===== config.mk =====
export PLATFORM = sky130hd
export DESIGN_NAME = prm_edge_mask_sched_flat
export DESIGN_NICKNAME = d
export VERILOG_FILES = /design/src/rtl/prm_edge_mask_sched_if.sv /design/src/rtl/prm_edge_mask_sched.sv /design/src/flat_wrapper.sv
export SDC_FILE = /design/constraint.sdc
export NUM_CORES = 1
export LEC_CHECK = 0
export CAP_MARGIN = 20
export CORE_AREA = 2 2 72 74
export CTS_CLUSTER_SIZE = 10
export DETAILED_ROUTE_END_ITERATION = 12
export DIE_AREA = 0 0 74 76
export PLACE_DENSITY_LB_ADDON = 0.3
export SLEW_MARGIN = 0
export SYNTH_ARGS = -nofsm -noshare
export SYNTH_HDL_FRONTEND = slang
export SYNTH_SLANG_ARGS = --single-unit

===== constraint.sdc =====
create_clock -name clk -period 2 [get_ports clk]
set_input_delay 0.4 -clock clk [delete_from_list [all_inputs] [get_ports clk]]
set_output_delay 0.4 -clock clk [all_outputs]
set_load 0.1 [all_outputs]

===== src/rtl/prm_edge_mask_sched_if.sv =====
// Occupancy-in / mask-out handshake bundle for prm_edge_mask_sched.
// The slave modport is the scheduler. The master modport is the environment that feeds it and drains it.
interface prm_edge_mask_sched_if #(
  parameter int NUM_GROUPS = 32,
  parameter int GROUP_W    = 16,
  parameter int OBS_W      = 15
);
  localparam int GW = $clog2(NUM_GROUPS);

  logic               obs_valid;
  logic               obs_ready;
  logic [OBS_W-1:0]   obs_data;
  logic               res_valid;
  logic               res_ready;
  logic [GROUP_W-1:0] res_data;
  logic [GW-1:0]      res_grp;
  logic               res_last;

  modport master (
    output obs_valid, obs_data, res_ready,
    input  obs_ready, res_valid, res_data, res_grp, res_last
  );

  modport slave (
    input  obs_valid, obs_data, res_ready,
    output obs_ready, res_valid, res_data, res_grp, res_last
  );
endinterface


===== src/rtl/prm_edge_mask_sched.sv =====
// Walks an external bank of PRM edge checkers one group at a time for a latched occupancy word.
// It streams each group's edge_mask word out. Define PRM_EDGE_BLKCNT_EN to add a per-frame blocked-edge counter (blk_cnt).
module prm_edge_mask_sched #(
  parameter int NUM_GROUPS = 32,
  parameter int GROUP_W    = 16,
  parameter int OBS_W      = 15,
  parameter int CHK_LAT    = 1,
  localparam int GW        = $clog2(NUM_GROUPS)
) (
  input  logic                clk,
  input  logic                rst_n,
  prm_edge_mask_sched_if.slave bus,
  input  logic                abort,
  output logic [GW-1:0]       chk_grp,
  output logic [OBS_W-1:0]    chk_obs,
  input  logic [GROUP_W-1:0]  chk_mask,
  output logic                busy
`ifdef PRM_EDGE_BLKCNT_EN
  ,
  output logic [$clog2(NUM_GROUPS*GROUP_W+1)-1:0] blk_cnt
`endif
);

  localparam int LW = (CHK_LAT > 1) ? $clog2(CHK_LAT) : 1;

  typedef enum logic [1:0] {IDLE, ISSUE, WAIT, PRESENT} state_t;

  state_t             state;
  state_t             state_nxt;
  logic [GW-1:0]      grp_cnt;
  logic [LW-1:0]      lat_cnt;
  logic [GROUP_W-1:0] res_data_p1;
  logic [GW-1:0]      res_grp_p1;
  logic               res_last_p1;
  logic               vld_p1;
  logic               obs_rdy_c;
  logic               busy_c;
  logic               accept;
  logic               capture;

  assign accept  = (state == IDLE) && bus.obs_valid;
  assign capture = (state == WAIT) && (lat_cnt == '0);

  always_ff @(posedge clk or negedge rst_n) begin
    if (!rst_n) state <= IDLE;
    else        state <= state_nxt;
  end

  // abort overrides every non-IDLE transition, including a same-cycle handshake
  always_comb begin
    state_nxt = state;
    obs_rdy_c = 1'b0;
    busy_c    = 1'b1;
    vld_p1    = 1'b0;
    case (state)
      IDLE: begin
        obs_rdy_c = 1'b1;
        busy_c    = 1'b0;
        if (bus.obs_valid) state_nxt = ISSUE;
      end
      ISSUE:   state_nxt = WAIT;
      WAIT:    if (lat_cnt == '0) state_nxt = PRESENT;
      PRESENT: begin
        vld_p1 = 1'b1;
        if (bus.res_ready) state_nxt = res_last_p1 ? IDLE : ISSUE;
      end
      default: state_nxt = IDLE;
    endcase
    if (abort && (state != IDLE)) state_nxt = IDLE;
  end

  assign bus.obs_ready = obs_rdy_c;
  assign bus.res_valid = vld_p1;
  assign bus.res_data  = res_data_p1;
  assign bus.res_grp   = res_grp_p1;
  assign bus.res_last  = res_last_p1;
  assign busy          = busy_c;

  // ---- issue / latency wait / capture stage ----
  always_ff @(posedge clk or negedge rst_n) begin
    if (!rst_n) begin
      chk_obs     <= '0;
      chk_grp     <= '0;
      grp_cnt     <= '0;
      lat_cnt     <= '0;
      res_data_p1 <= '0;
      res_grp_p1  <= '0;
      res_last_p1 <= 1'b0;
    end else begin
      case (state)
        IDLE: begin
          if (accept) begin
            chk_obs <= bus.obs_data;
            grp_cnt <= '0;
          end
        end
        ISSUE: begin
          chk_grp <= grp_cnt;
          lat_cnt <= LW'(CHK_LAT - 1);
        end
        WAIT: begin
          if (lat_cnt != '0) begin
            lat_cnt <= lat_cnt - LW'(1);
          end else begin
            res_data_p1 <= chk_mask;
            res_grp_p1  <= grp_cnt;
            res_last_p1 <= (grp_cnt == GW'(NUM_GROUPS - 1));
          end
        end
        PRESENT: begin
          // the last group never increments, so grp_cnt cannot wrap inside a frame
          if (bus.res_ready && !res_last_p1) grp_cnt <= grp_cnt + GW'(1);
        end
        default: ;
      endcase
    end
  end

`ifdef PRM_EDGE_BLKCNT_EN
  localparam int BW      = $clog2(NUM_GROUPS*GROUP_W+1);
  localparam int BLK_MAX = NUM_GROUPS*GROUP_W;

  function automatic logic [BW-1:0] popcnt(input logic [GROUP_W-1:0] w);
    logic [BW-1:0] n;
    n = '0;
    for (int i = 0; i < GROUP_W; i++) n = n + BW'(w[i]);
    return n;
  endfunction

  function automatic logic [BW-1:0] sat_add(input logic [BW-1:0] a, input logic [BW-1:0] b);
    logic [BW:0] s;
    s = {1'b0, a} + {1'b0, b};
    if (s > (BW+1)'(BLK_MAX)) return BW'(BLK_MAX);
    return s[BW-1:0];
  endfunction

  // ---- blocked-edge accumulation stage ----
  always_ff @(posedge clk or negedge rst_n) begin
    if (!rst_n) begin
      blk_cnt <= '0;
    end else if (accept || (abort && (state != IDLE))) begin
      blk_cnt <= '0;
    end else if (capture) begin
      blk_cnt <= sat_add(blk_cnt, popcnt(chk_mask));
    end
  end
`endif

endmodule


===== src/flat_wrapper.sv =====
// flat-port wrapper written by rule: the top's interface ports become plain ports
module prm_edge_mask_sched_flat 
#(
  parameter int NUM_GROUPS = 32,
  parameter int GROUP_W    = 16,
  parameter int OBS_W      = 15,
  parameter int CHK_LAT    = 1,
  localparam int GW        = $clog2(NUM_GROUPS)
)
  (clk, rst_n, abort, chk_grp, chk_obs, chk_mask, busy, bus_obs_valid, bus_obs_data, bus_res_ready, bus_obs_ready, bus_res_valid, bus_res_data, bus_res_grp, bus_res_last);
  prm_edge_mask_sched_if #(.NUM_GROUPS(NUM_GROUPS), .GROUP_W(GROUP_W), .OBS_W(OBS_W)) bus_i ();
  input  logic clk;
  input  logic rst_n;
  input  logic abort;
  output logic [GW-1:0] chk_grp;
  output logic [OBS_W-1:0] chk_obs;
  input  logic [GROUP_W-1:0] chk_mask;
  output logic busy;
  input wire logic [$bits(bus_i.obs_valid)-1:0] bus_obs_valid;
  input wire logic [$bits(bus_i.obs_data)-1:0] bus_obs_data;
  input wire logic [$bits(bus_i.res_ready)-1:0] bus_res_ready;
  output wire logic [$bits(bus_i.obs_ready)-1:0] bus_obs_ready;
  output wire logic [$bits(bus_i.res_valid)-1:0] bus_res_valid;
  output wire logic [$bits(bus_i.res_data)-1:0] bus_res_data;
  output wire logic [$bits(bus_i.res_grp)-1:0] bus_res_grp;
  output wire logic [$bits(bus_i.res_last)-1:0] bus_res_last;
  assign bus_i.obs_valid = bus_obs_valid;
  assign bus_i.obs_data = bus_obs_data;
  assign bus_i.res_ready = bus_res_ready;
  assign bus_obs_ready = bus_i.obs_ready;
  assign bus_res_valid = bus_i.res_valid;
  assign bus_res_data = bus_i.res_data;
  assign bus_res_grp = bus_i.res_grp;
  assign bus_res_last = bus_i.res_last;
  prm_edge_mask_sched #(.NUM_GROUPS(NUM_GROUPS), .GROUP_W(GROUP_W), .OBS_W(OBS_W), .CHK_LAT(CHK_LAT)) u_core (.clk(clk), .rst_n(rst_n), .bus(bus_i), .abort(abort), .chk_grp(chk_grp), .chk_obs(chk_obs), .chk_mask(chk_mask), .busy(busy));
endmodule

# After elaboration in Yosys (flattened, before gate mapping)
# Cells that the tools add are included.
# word_totals
reg_bits	50
input_bits	36
output_inout_bits	45
elab_cells	46
# classes
addsub	2
eq_ne	9
mux	14
bitwise	1
reduce_logical	12
# op_table
cell	n
5-bit two-way mux	2
5-bit one-hot mux with 2 select lines	1
2-bit two-way mux	4
2-bit one-hot mux with 4 select lines	1
3-bit inequality test (second input constant)	2
3-bit AND reduction	2
2-bit nonzero test	3
5-bit by 1-bit adder with 5-bit output (second input constant)	1
5-bit == test (second input constant)	1
1-bit two-way mux	5
2-bit == test (second input constant)	2
2-bit by 1-bit inequality test with 1-bit output (second input constant)	2
2-bit AND reduction	2
1-bit logical AND	3
3-bit by 2-bit inequality test with 1-bit output (second input constant)	1
2-bit by 1-bit == test with 1-bit output (second input constant)	1
2-bit zero test	1
1-bit one-hot mux with 2 select lines	1
1-bit zero test	1
1-bit NOT	1
1-bit subtractor (second input constant)	1

# Logic depth before layout (Yosys ltp)
# Gate-level depths: netlist of the first run.
# logic_depth
depth_word	4
mapped_depth	6
mapped_depth_nobuf	6

# Least setup slack after synthesis of the first run
# Ideal clock, no wire load.
# synth_path
kind	register to output
start	register u_core.state[0]
end	output port busy
arrival_ns	2.103
required_ns	1.600
slack_ns	-0.503
path_stages_with_launch	4
cell_sequence	dfrtp_1 -> inv_1 -> ha_1 -> inv_1
# synth_between
elab_chain_cells	2
# synth_lines
item	line_no	source
start: declaration	prm_edge_mask_sched.sv:28	state_t state;
start signal: assignment	prm_edge_mask_sched.sv:46	else state <= state_nxt;
2-bit zero test	prm_edge_mask_sched.sv:55	case (state)
1-bit two-way mux	prm_edge_mask_sched.sv:55	
end: declaration	flat_wrapper.sv:18	output logic busy;
# No other way between the ends.

# Final worst setup path of the first run
# Same ends and word-level chain as after synthesis.

==> impl_summary.txt, run 1 <==
----------------------------------------------------
[Placed design]
  Port Buf Inserts ... 80
  Global placer's final weighted congestion ... about 0.74
  Cell Area, Placed ... between 2000 and 3000 um^2
  Post-placement cell count ... ~290
  DPL Wire Length ... between 3 and 4 mm

[Clocking]
  Skew-Pair Late Insertion Delay ... approximately 0.3 ns
  Clock Tree Root ... sky130_fd_sc_hd__clkbuf_8
  Post-cts resize count ... 0
  Number of buffers between clock root and the deepest sink ... 2
  Total clock buffers created by CTS ... 5
  H-tree Lvls ... 2
  Number of clock sinks seen by CTS ... 49
  Buffer count from post-CTS setup fixing ... 0
  Quantity of hold-fixing buffers added after cts ... 0
  Clock-pin transition on the worst setup and hold timing paths ... ~0.090 ns
  Clock tree from TritonCTS ... yes

[GRT]
  Vias in the first global route ... between 1k and 1.5k
  Pin count of the biggest net entering global routing ... 29
  Overall global routing resource usage ... 0.152
  Number of antenna violations at the first check in global routing ... 0
  Global-route wire length before repair ... about 6.5 mm
  GR Overflow Total ... 0

[Die]
  Area of the core ... between 4000 and 5000 um^2
  Row count ... 26
  Floorplan die width ... ~74 um
  Initial cell density of the core ... 0.413
  Chip Height ... approximately 76 um
  Top-Level Pins ... ~80
  Die Footprint ... around 5600 um^2

[Synth]
  #FFs+latches synth ... 49
  Post-synth EDFFs ... 0
  Sequential cell area fraction in the yosys report ... 0.604
  Cell accounting for the most synthesized area ... sky130_fd_sc_hd__dfrtp_1
  Number of warnings printed during yosys synthesis ... 0
  Fraction of registers with async set/reset ... 1.00
  Synthesized Nets ... around 180
  Top-area cell type share of the netlist area ... 0.604
  Avg Inst Size Synth ... around 15 um^2
  Most numerous cell in the Yosys netlist ... sky130_fd_sc_hd__dfrtp_1
  Commonest cells post-synth ... sky130_fd_sc_hd__dfrtp_1 (49), sky130_fd_sc_hd__mux2_2 (42), sky130_fd_sc_hd__nand2_1 (8), sky130_fd_sc_hd__ha_1 (7)
  Count of mapped cells out of synthesis ... about 140
  Summed instance area of the synthesized netlist ... 2030 um^2
  Number of distinct standard cells referenced by the synthesized netlist ... 24
  Most instantiated flip-flop cell in the synthesis netlist ... sky130_fd_sc_hd__dfrtp_1
  Synth area leaders ... sky130_fd_sc_hd__dfrtp_1 (60%), sky130_fd_sc_hd__mux2_2 (23%), sky130_fd_sc_hd__ha_1 (4.3%), sky130_fd_sc_hd__nand2_1 (1.5%), sky130_fd_sc_hd__o32ai_2 (0.80%)

[STA]
  Tightest Pin Transition ... 0.642 ns
  Max-slew violation count ... 0
  Minimum clock period ... 1.82 ns
  Final hold slack ... roughly 0.12 ns
  Max transition margin ... 0.572
  Setup skew after layout ... 0.00620 ns
  Final TNS setup ... 0 ns
  Hold Violations, Final ... 0
  Highest achievable clock rate ... 0.548 GHz
  Period utilization ... 0.912
  Final number of setup-violating endpoints ... 0
  Setup repair after global routing missed its margin ... no

[Routing]
  Total iterations of the first detailed-routing run ... 4
  Wire length after detailed routing ... slightly above 4 mm
  DRC violation total after the first TritonRoute iteration ... 28
  Post-DR wirelength/cell ... between 10 and 15 um
  Average via count per standard cell ... between 4 and 5
  Post-route DRC violation count ... 0
  Via count of the routed design ... approximately 1.4k
  Routed Antenna Nets ... 0

[Flow run]
  Max Cap Violations ... 0

[Finish]
  Register Area ... ~1200 um^2
  Count of fill cells added during filler insertion ... about 400
  Synthesis-to-finish area growth ... 46.4%
  Final Cell Area ... 2970 um^2
  Area of combinational cells with multiple inputs ... between 700 and 800 um^2
  Net count of the finished layout ... between 200 and 300
  Layout cells sized above 1 ... 0.476
  Final cell count without fillers ... slightly below 300
  Antenna diode count ... 0

[Worst setup path]
  Critical path fanouts, max ... 7
  Crit path max-delay cell type ... sky130_fd_sc_hd__dfrtp_1
  Most frequent CP cell ... sky130_fd_sc_hd__inv_1
  Arrival time at the worst endpoint ... about 1.4 ns
  Worst Setup Path Type ... flip-flop to primary output
  Top Family by Delay on Critical Path ... flip-flops
  Crit-path cells ... inv_1 > ha_2 > inv_1 > buf_12
  Number of buffer and inverter instances along the worst setup path ... 3
  Delay of the slowest cell on the worst path ... around 0.46 ns
  Startpoint kind of the worst setup timing path ... flip-flop
  Required time at the endpoint of the critical path ... 1.60 ns
  Capturing element type of the critical path ... primary output

[Status]
  Run status ... complete, no violations

[Worst hold path]
  Hold Path Class ... primary input to asynchronous set/reset pin

----------------------------------------------------
final cells by class:
type	instances	share of cell area
clock buffer	7	0.0291
clock inverter	1	0.0101
inverter	4	0.00505
multi-input combinational	82	0.262
sequential	49	0.413
tap	70	0.0295
timing repair buffer	82	0.252
layer usage:
metal / up-vias / part of all wire / global-route usage
met5: - / 0 / 0
met4: 0 / 0.025 / 0.0673
met3: 9 / 0.068 / 0.0463
met2: 50 / 0.50 / 0.254
met1: 699 / 0.40 / 0.175
li1: 651 / - / -
path summary, 6_finish.rpt:
kind,start,endpoint,slack (ns),cells after the start
worst max register to register,u_core.state[0],u_core.grp_cnt[3],0.27,5
worst max-delay path,u_core.state[0],busy,0.18,4
max in group asynchronous,rst_n,u_core.chk_obs[13],1.35,2
min in group clk,u_core.chk_obs[6],u_core.chk_obs[6],0.51,1
worst min register to register,u_core.chk_obs[6],u_core.chk_obs[6],0.51,1
worst min-delay path,rst_n,u_core.chk_grp[0],0.12,1
cells by family (layout without fill, tap and decap cells):
| group | after synthesis | in the layout | share of synthesized area |
|---|---|---|---|
| muxes | 42 | 42 | 0.233 |
| and+or+nand+nor | 21 | 21 | 0.0604 |
| DFF | 49 | 49 | 0.604 |
| buffers and inverters | 7 | 94 | 0.0148 |
| adders and majority gates | 7 | 7 | 0.0432 |
| AOI/OAI and AO/OA | 12 | 12 | 0.0444 |
metrics by stage:
step | utilization | worst slack, ns
after floorplan | - | -0.0400
after global placement | 0.581 | 0.246
after detailed placement | 0.581 | 0.178
after CTS | 0.605 | 0.166
after global routing | 0.605 | 0.0931
final | 0.605 | 0.177
flip-flops by register name, summed over array words and instances, names as in the netlist:
name,flops
u_core.chk_obs,15
u_core.state,2
u_core.bus.res_data,16
u_core.grp_cnt,5
u_core.bus.res_last,1
u_core.bus.res_grp,5
u_core.chk_grp,5
placed cells by master, fill, tap and decap left out, types with 2 or more instances in the layout:
master and instances:
sky130_fd_sc_hd__ha_2 2, sky130_fd_sc_hd__clkdlybuf4s50_1 34, sky130_fd_sc_hd__nor2_1 4, sky130_fd_sc_hd__nor2b_1 2
sky130_fd_sc_hd__inv_1 4, sky130_fd_sc_hd__o21ai_1 3, sky130_fd_sc_hd__o21ai_0 2, sky130_fd_sc_hd__ha_1 5
sky130_fd_sc_hd__buf_12 4, sky130_fd_sc_hd__dfrtp_1 49, sky130_fd_sc_hd__nand2_1 8, sky130_fd_sc_hd__buf_4 43
sky130_fd_sc_hd__clkbuf_8 6, sky130_fd_sc_hd__mux2_2 42
Power of run 1 is left out: the tool's default activity adds up to more than one toggle a clock period on the data nets, which glitch-free logic cannot reach.
==> run 2: changes to the inputs <==
- ABC_AREA: not set -> 1
- CORE_AREA: 2 2 72 74 -> 2 2 73 75
- DIE_AREA: 0 0 74 76 -> 0 0 75 77
==> run 2 against run 1 <==
Largest cell class unchanged; non-clock buffer count is the same; register-to-register slack better by 0.08 ns; routed wire length grew 1.3%; hold slack worse by 0.020 ns.
==> impl_summary.txt, run 2 <==
----------------------------------------------------
[Worst setup path]
  Cell depth of the worst flop-to-flop path ... 4 (was 5)
  Worst Setup Path Type ... flip-flop to primary output (unchanged)
  Critical path fanouts, max ... 5 (was 7)
  Delay of the slowest cell on the worst path ... 0.44 ns (was 0.46 ns)
  Startpoint kind of the worst setup timing path ... flip-flop (unchanged)
  Arrival time at the worst endpoint ... 1.42 ns (about the same)
  Crit-path cells ... inv_1 > ha_4 > clkinvlp_4 > buf_12 (was inv_1 > ha_2 > inv_1 > buf_12)
  R2R setup slack ... 0.35 ns (was 0.27 ns)
  Crit path max-delay cell type ... sky130_fd_sc_hd__dfrtp_1 (unchanged)
  Required time at the endpoint of the critical path ... 1.60 ns (about the same)
  Number of buffer and inverter instances along the worst setup path ... 3 (unchanged)
  Start of the worst register-to-register path ... u_core.state[0] (unchanged)
  Endpoint of the lowest-slack register-to-register path ... u_core.chk_obs[0] (was u_core.grp_cnt[3])
  Top Family by Delay on Critical Path ... buffers and inverters (was flip-flops)
  Capturing element type of the critical path ... primary output (unchanged)

[STA]
  Max-slew violation count ... 0 (unchanged)
  Max transition margin ... 0.613 (was 0.572)
  Setup repair after global routing missed its margin ... no (unchanged)
  Highest achievable clock rate ... 0.550 GHz (was 0.548 GHz)
  Hold Violations, Final ... 0 (unchanged)
  Final TNS setup ... 0 ns (unchanged)
  Minimum clock period ... 1.82 ns (about the same)
  Final hold slack ... 0.0950 ns (was 0.115 ns)
  Period utilization ... 0.909 (was 0.912)
  Setup skew after layout ... 0.00820 ns (was 0.00620 ns)
  Tightest Pin Transition ... 0.580 ns (was 0.642 ns)
  Final number of setup-violating endpoints ... 0 (unchanged)

[Clocking]
  Number of buffers between clock root and the deepest sink ... 2 (unchanged)
  H-tree Lvls ... 2 (unchanged)
  Skew-Pair Late Insertion Delay ... 0.29 ns (was 0.30 ns)
  Quantity of hold-fixing buffers added after cts ... 0 (unchanged)
  Post-cts resize count ... 0 (unchanged)
  Buffer count from post-CTS setup fixing ... 0 (unchanged)
  Clock tree from TritonCTS ... yes (unchanged)
  Clock-pin transition on the worst setup and hold timing paths ... 0.09 ns (about the same)
  Number of clock sinks seen by CTS ... 49 (unchanged)
  Total clock buffers created by CTS ... 5 (unchanged)
  Clock Tree Root ... sky130_fd_sc_hd__clkbuf_8 (unchanged)

[Synth]
  Summed instance area of the synthesized netlist ... 2050 um^2 (was 2030 um^2)
  Commonest cells post-synth ... sky130_fd_sc_hd__dfrtp_1 (49), sky130_fd_sc_hd__mux2_2 (27), sky130_fd_sc_hd__nand2_1 (21), sky130_fd_sc_hd__inv_1 (10), sky130_fd_sc_hd__mux2_4 (10) (was sky130_fd_sc_hd__dfrtp_1 (49), sky130_fd_sc_hd__mux2_2 (42), sky130_fd_sc_hd__nand2_1 (8), sky130_fd_sc_hd__ha_1 (7))
  Synth area leaders ... sky130_fd_sc_hd__dfrtp_1 (60%), sky130_fd_sc_hd__mux2_2 (15%), sky130_fd_sc_hd__mux2_4 (7.3%), sky130_fd_sc_hd__ha_1 (4.3%), sky130_fd_sc_hd__nand2_1 (3.8%) (was sky130_fd_sc_hd__dfrtp_1 (60%), sky130_fd_sc_hd__mux2_2 (23%), sky130_fd_sc_hd__ha_1 (4.3%), sky130_fd_sc_hd__nand2_1 (1.5%), sky130_fd_sc_hd__o32ai_2 (0.80%))
  #FFs+latches synth ... 49 (unchanged)
  Fraction of registers with async set/reset ... 1.00 (unchanged)
  Number of distinct standard cells referenced by the synthesized netlist ... 18 (was 24)
  Most instantiated flip-flop cell in the synthesis netlist ... sky130_fd_sc_hd__dfrtp_1 (unchanged)
  Most numerous cell in the Yosys netlist ... sky130_fd_sc_hd__dfrtp_1 (unchanged)
  Avg Inst Size Synth ... 13.1 um^2 (was 14.7 um^2)
  Synthesized Nets ... 200 (was 181)
  Cell accounting for the most synthesized area ... sky130_fd_sc_hd__dfrtp_1 (unchanged)
  Post-synth EDFFs ... 0 (unchanged)
  Count of mapped cells out of synthesis ... 157 (was 138)
  Sequential cell area fraction in the yosys report ... 0.597 (was 0.604)
  Number of warnings printed during yosys synthesis ... 0 (unchanged)
  Top-area cell type share of the netlist area ... 0.597 (was 0.604)

[Finish]
  Most used cells in the layout excluding fill and tap cells ... sky130_fd_sc_hd__dfrtp_1 (49), sky130_fd_sc_hd__buf_4 (43), sky130_fd_sc_hd__clkdlybuf4s50_1 (34) (was sky130_fd_sc_hd__dfrtp_1 (49), sky130_fd_sc_hd__buf_4 (43), sky130_fd_sc_hd__mux2_2 (42))
  Synthesis-to-finish area growth ... 44.3% (was 46.4%)
  Final Cell Area ... 2960 um^2 (was 2970 um^2)
  Net count of the finished layout ... 284 (was 267)
  Layout cells sized above 1 ... 0.401 (was 0.476)
  Most common cell after layout, fill and taps aside ... sky130_fd_sc_hd__dfrtp_1 (unchanged)
  Number of flip-flops under the largest register name ... 16 (unchanged)
  Antenna diode count ... 0 (unchanged)

[GRT]
  Pin count of the biggest net entering global routing ... 27 (was 29)
  GR Overflow Total ... 0 (unchanged)
  Global-route wire length before repair ... 6.47 mm (was 6.55 mm)
  Met1 Track Usage GR ... 0.195 (was 0.175)
  Number of antenna violations at the first check in global routing ... 0 (unchanged)
  Most utilized layer in the global route result ... met2 (unchanged)
  Overall global routing resource usage ... 0.145 (was 0.152)
  Global-route track usage on met3 ... 0.0486 (was 0.0463)
  Vias in the first global route ... 1,363 (was 1,404)
  Met2 Use GR ... 0.223 (was 0.254)

[Placed design]
  Global placer's final weighted congestion ... 0.695 (was 0.744)
  DPL Wire Length ... 3.07 mm (was 3.03 mm)
  Cell Area, Placed ... 2880 um^2 (was 2860 um^2)
  Port Buf Inserts ... 80 (unchanged)

[Die]
  Top-Level Pins ... 81 (unchanged)
  Die Footprint ... 5780 um^2 (was 5620 um^2)
  Floorplan die width ... 75 um (was 74 um)
  Chip Height ... 77 um (was 76 um)
  Area of the core ... 4980 um^2 (was 4910 um^2)
  Initial cell density of the core ... 0.413 (about the same)
  Row count ... 26 (unchanged)

[Routing]
  Wire length after detailed routing ... 4.10 mm (was 4.05 mm)
  Post-DR wirelength/cell ... 13.1 um (was 13.7 um)
  Total iterations of the first detailed-routing run ... 4 (unchanged)
  Post-route DRC violation count ... 0 (unchanged)
  Average via count per standard cell ... 4.58 (was 4.78)
  Routed Antenna Nets ... 0 (unchanged)
  DRC violation total after the first TritonRoute iteration ... 67 (was 28)
  Via count of the routed design ... 1,428 (was 1,409)

[Worst hold path]
  Hold Path Class ... primary input to asynchronous set/reset pin (unchanged)

[Status]
  Run status ... complete, no violations (unchanged)

[Flow run]
  Max Cap Violations ... 0 (unchanged)

----------------------------------------------------
-- run 2: cell types whose count changed after synthesis, sizes merged, moves of 2 or more --
| cell | previous run | this run |
|---|---|---|
| nand2 | 9 | 22 |
| inv | 4 | 10 |
| mux2 | 42 | 37 |
| nand3 | 1 | 6 |
| a21oi | 2 | 5 |
| nor2 | 4 | 7 |
| nor2b | 3 | 0 |
| nand2b | 2 | 0 |
-- run 2: worst max-delay path by stage --
stage / start / endpoint / slack [ns] / cells after the start
4_1_cts: u_core.state[1] / busy / 0.16 / 4
5_1_grt: u_core.state[0] / busy / 0.08 / 4
2_1_floorplan: u_core.state[1] / u_core.state[0] / 0.001 / 8
6_report: u_core.state[1] / busy / 0.18 / 4
3_5_place_dp: bus_obs_valid / u_core.grp_cnt[2] / 0.26 / 6
3_3_place_gp: bus_obs_valid / u_core.chk_obs[0] / 0.31 / 3
-- run 2: worst reg2reg max path: stages, from the launching register on --
cell,delay (ns)
sky130_fd_sc_hd__dfrtp_1,0.47
sky130_fd_sc_hd__inv_1,0.12
sky130_fd_sc_hd__ha_4,0.21
sky130_fd_sc_hd__nand2_2,0.35
sky130_fd_sc_hd__mux2_2,0.39
-- run 2: logic make-up (layout without fill, tap and decap cells) --
logic type | count (synthesis) | count (layout) | synth area share
adders and majority gates | 7 | 7 | 0.0426
buffers and inverters | 15 | 100 | 0.0341
and+or+nand+nor | 37 | 37 | 0.0749
DFF | 49 | 49 | 0.597
muxes | 37 | 37 | 0.221
AOI/OAI and AO/OA | 12 | 12 | 0.0305
-- run 2: layer usage --
metal,up-vias,wire [um]
met5,-,0
met4,0,33
met3,5,358
met2,53,1970
met1,675,1740
li1,695,-
-- run 2: final cells by class --
class	instances	area, um^2
multi-input cells	93	773
flip-flops and latches	49	1230
clock inverters	2	15.0
clock buffers	6	72.6
repair buffers	82	748
well taps	70	87.6
fillers	417	2010
inverters	10	41.3
-- run 2: per-stage QoR --
stage | instances | utilization | setup slack, ns
after floorplan | 157 | - | 0.00120
after global routing | 312 | 0.596 | 0.0795
after CTS | 312 | 0.596 | 0.156
final | 312 | 0.596 | 0.181
after global placement | 304 | 0.578 | 0.309
after detailed placement | 304 | 0.578 | 0.265
Power of run 2 is left out for the same reason.
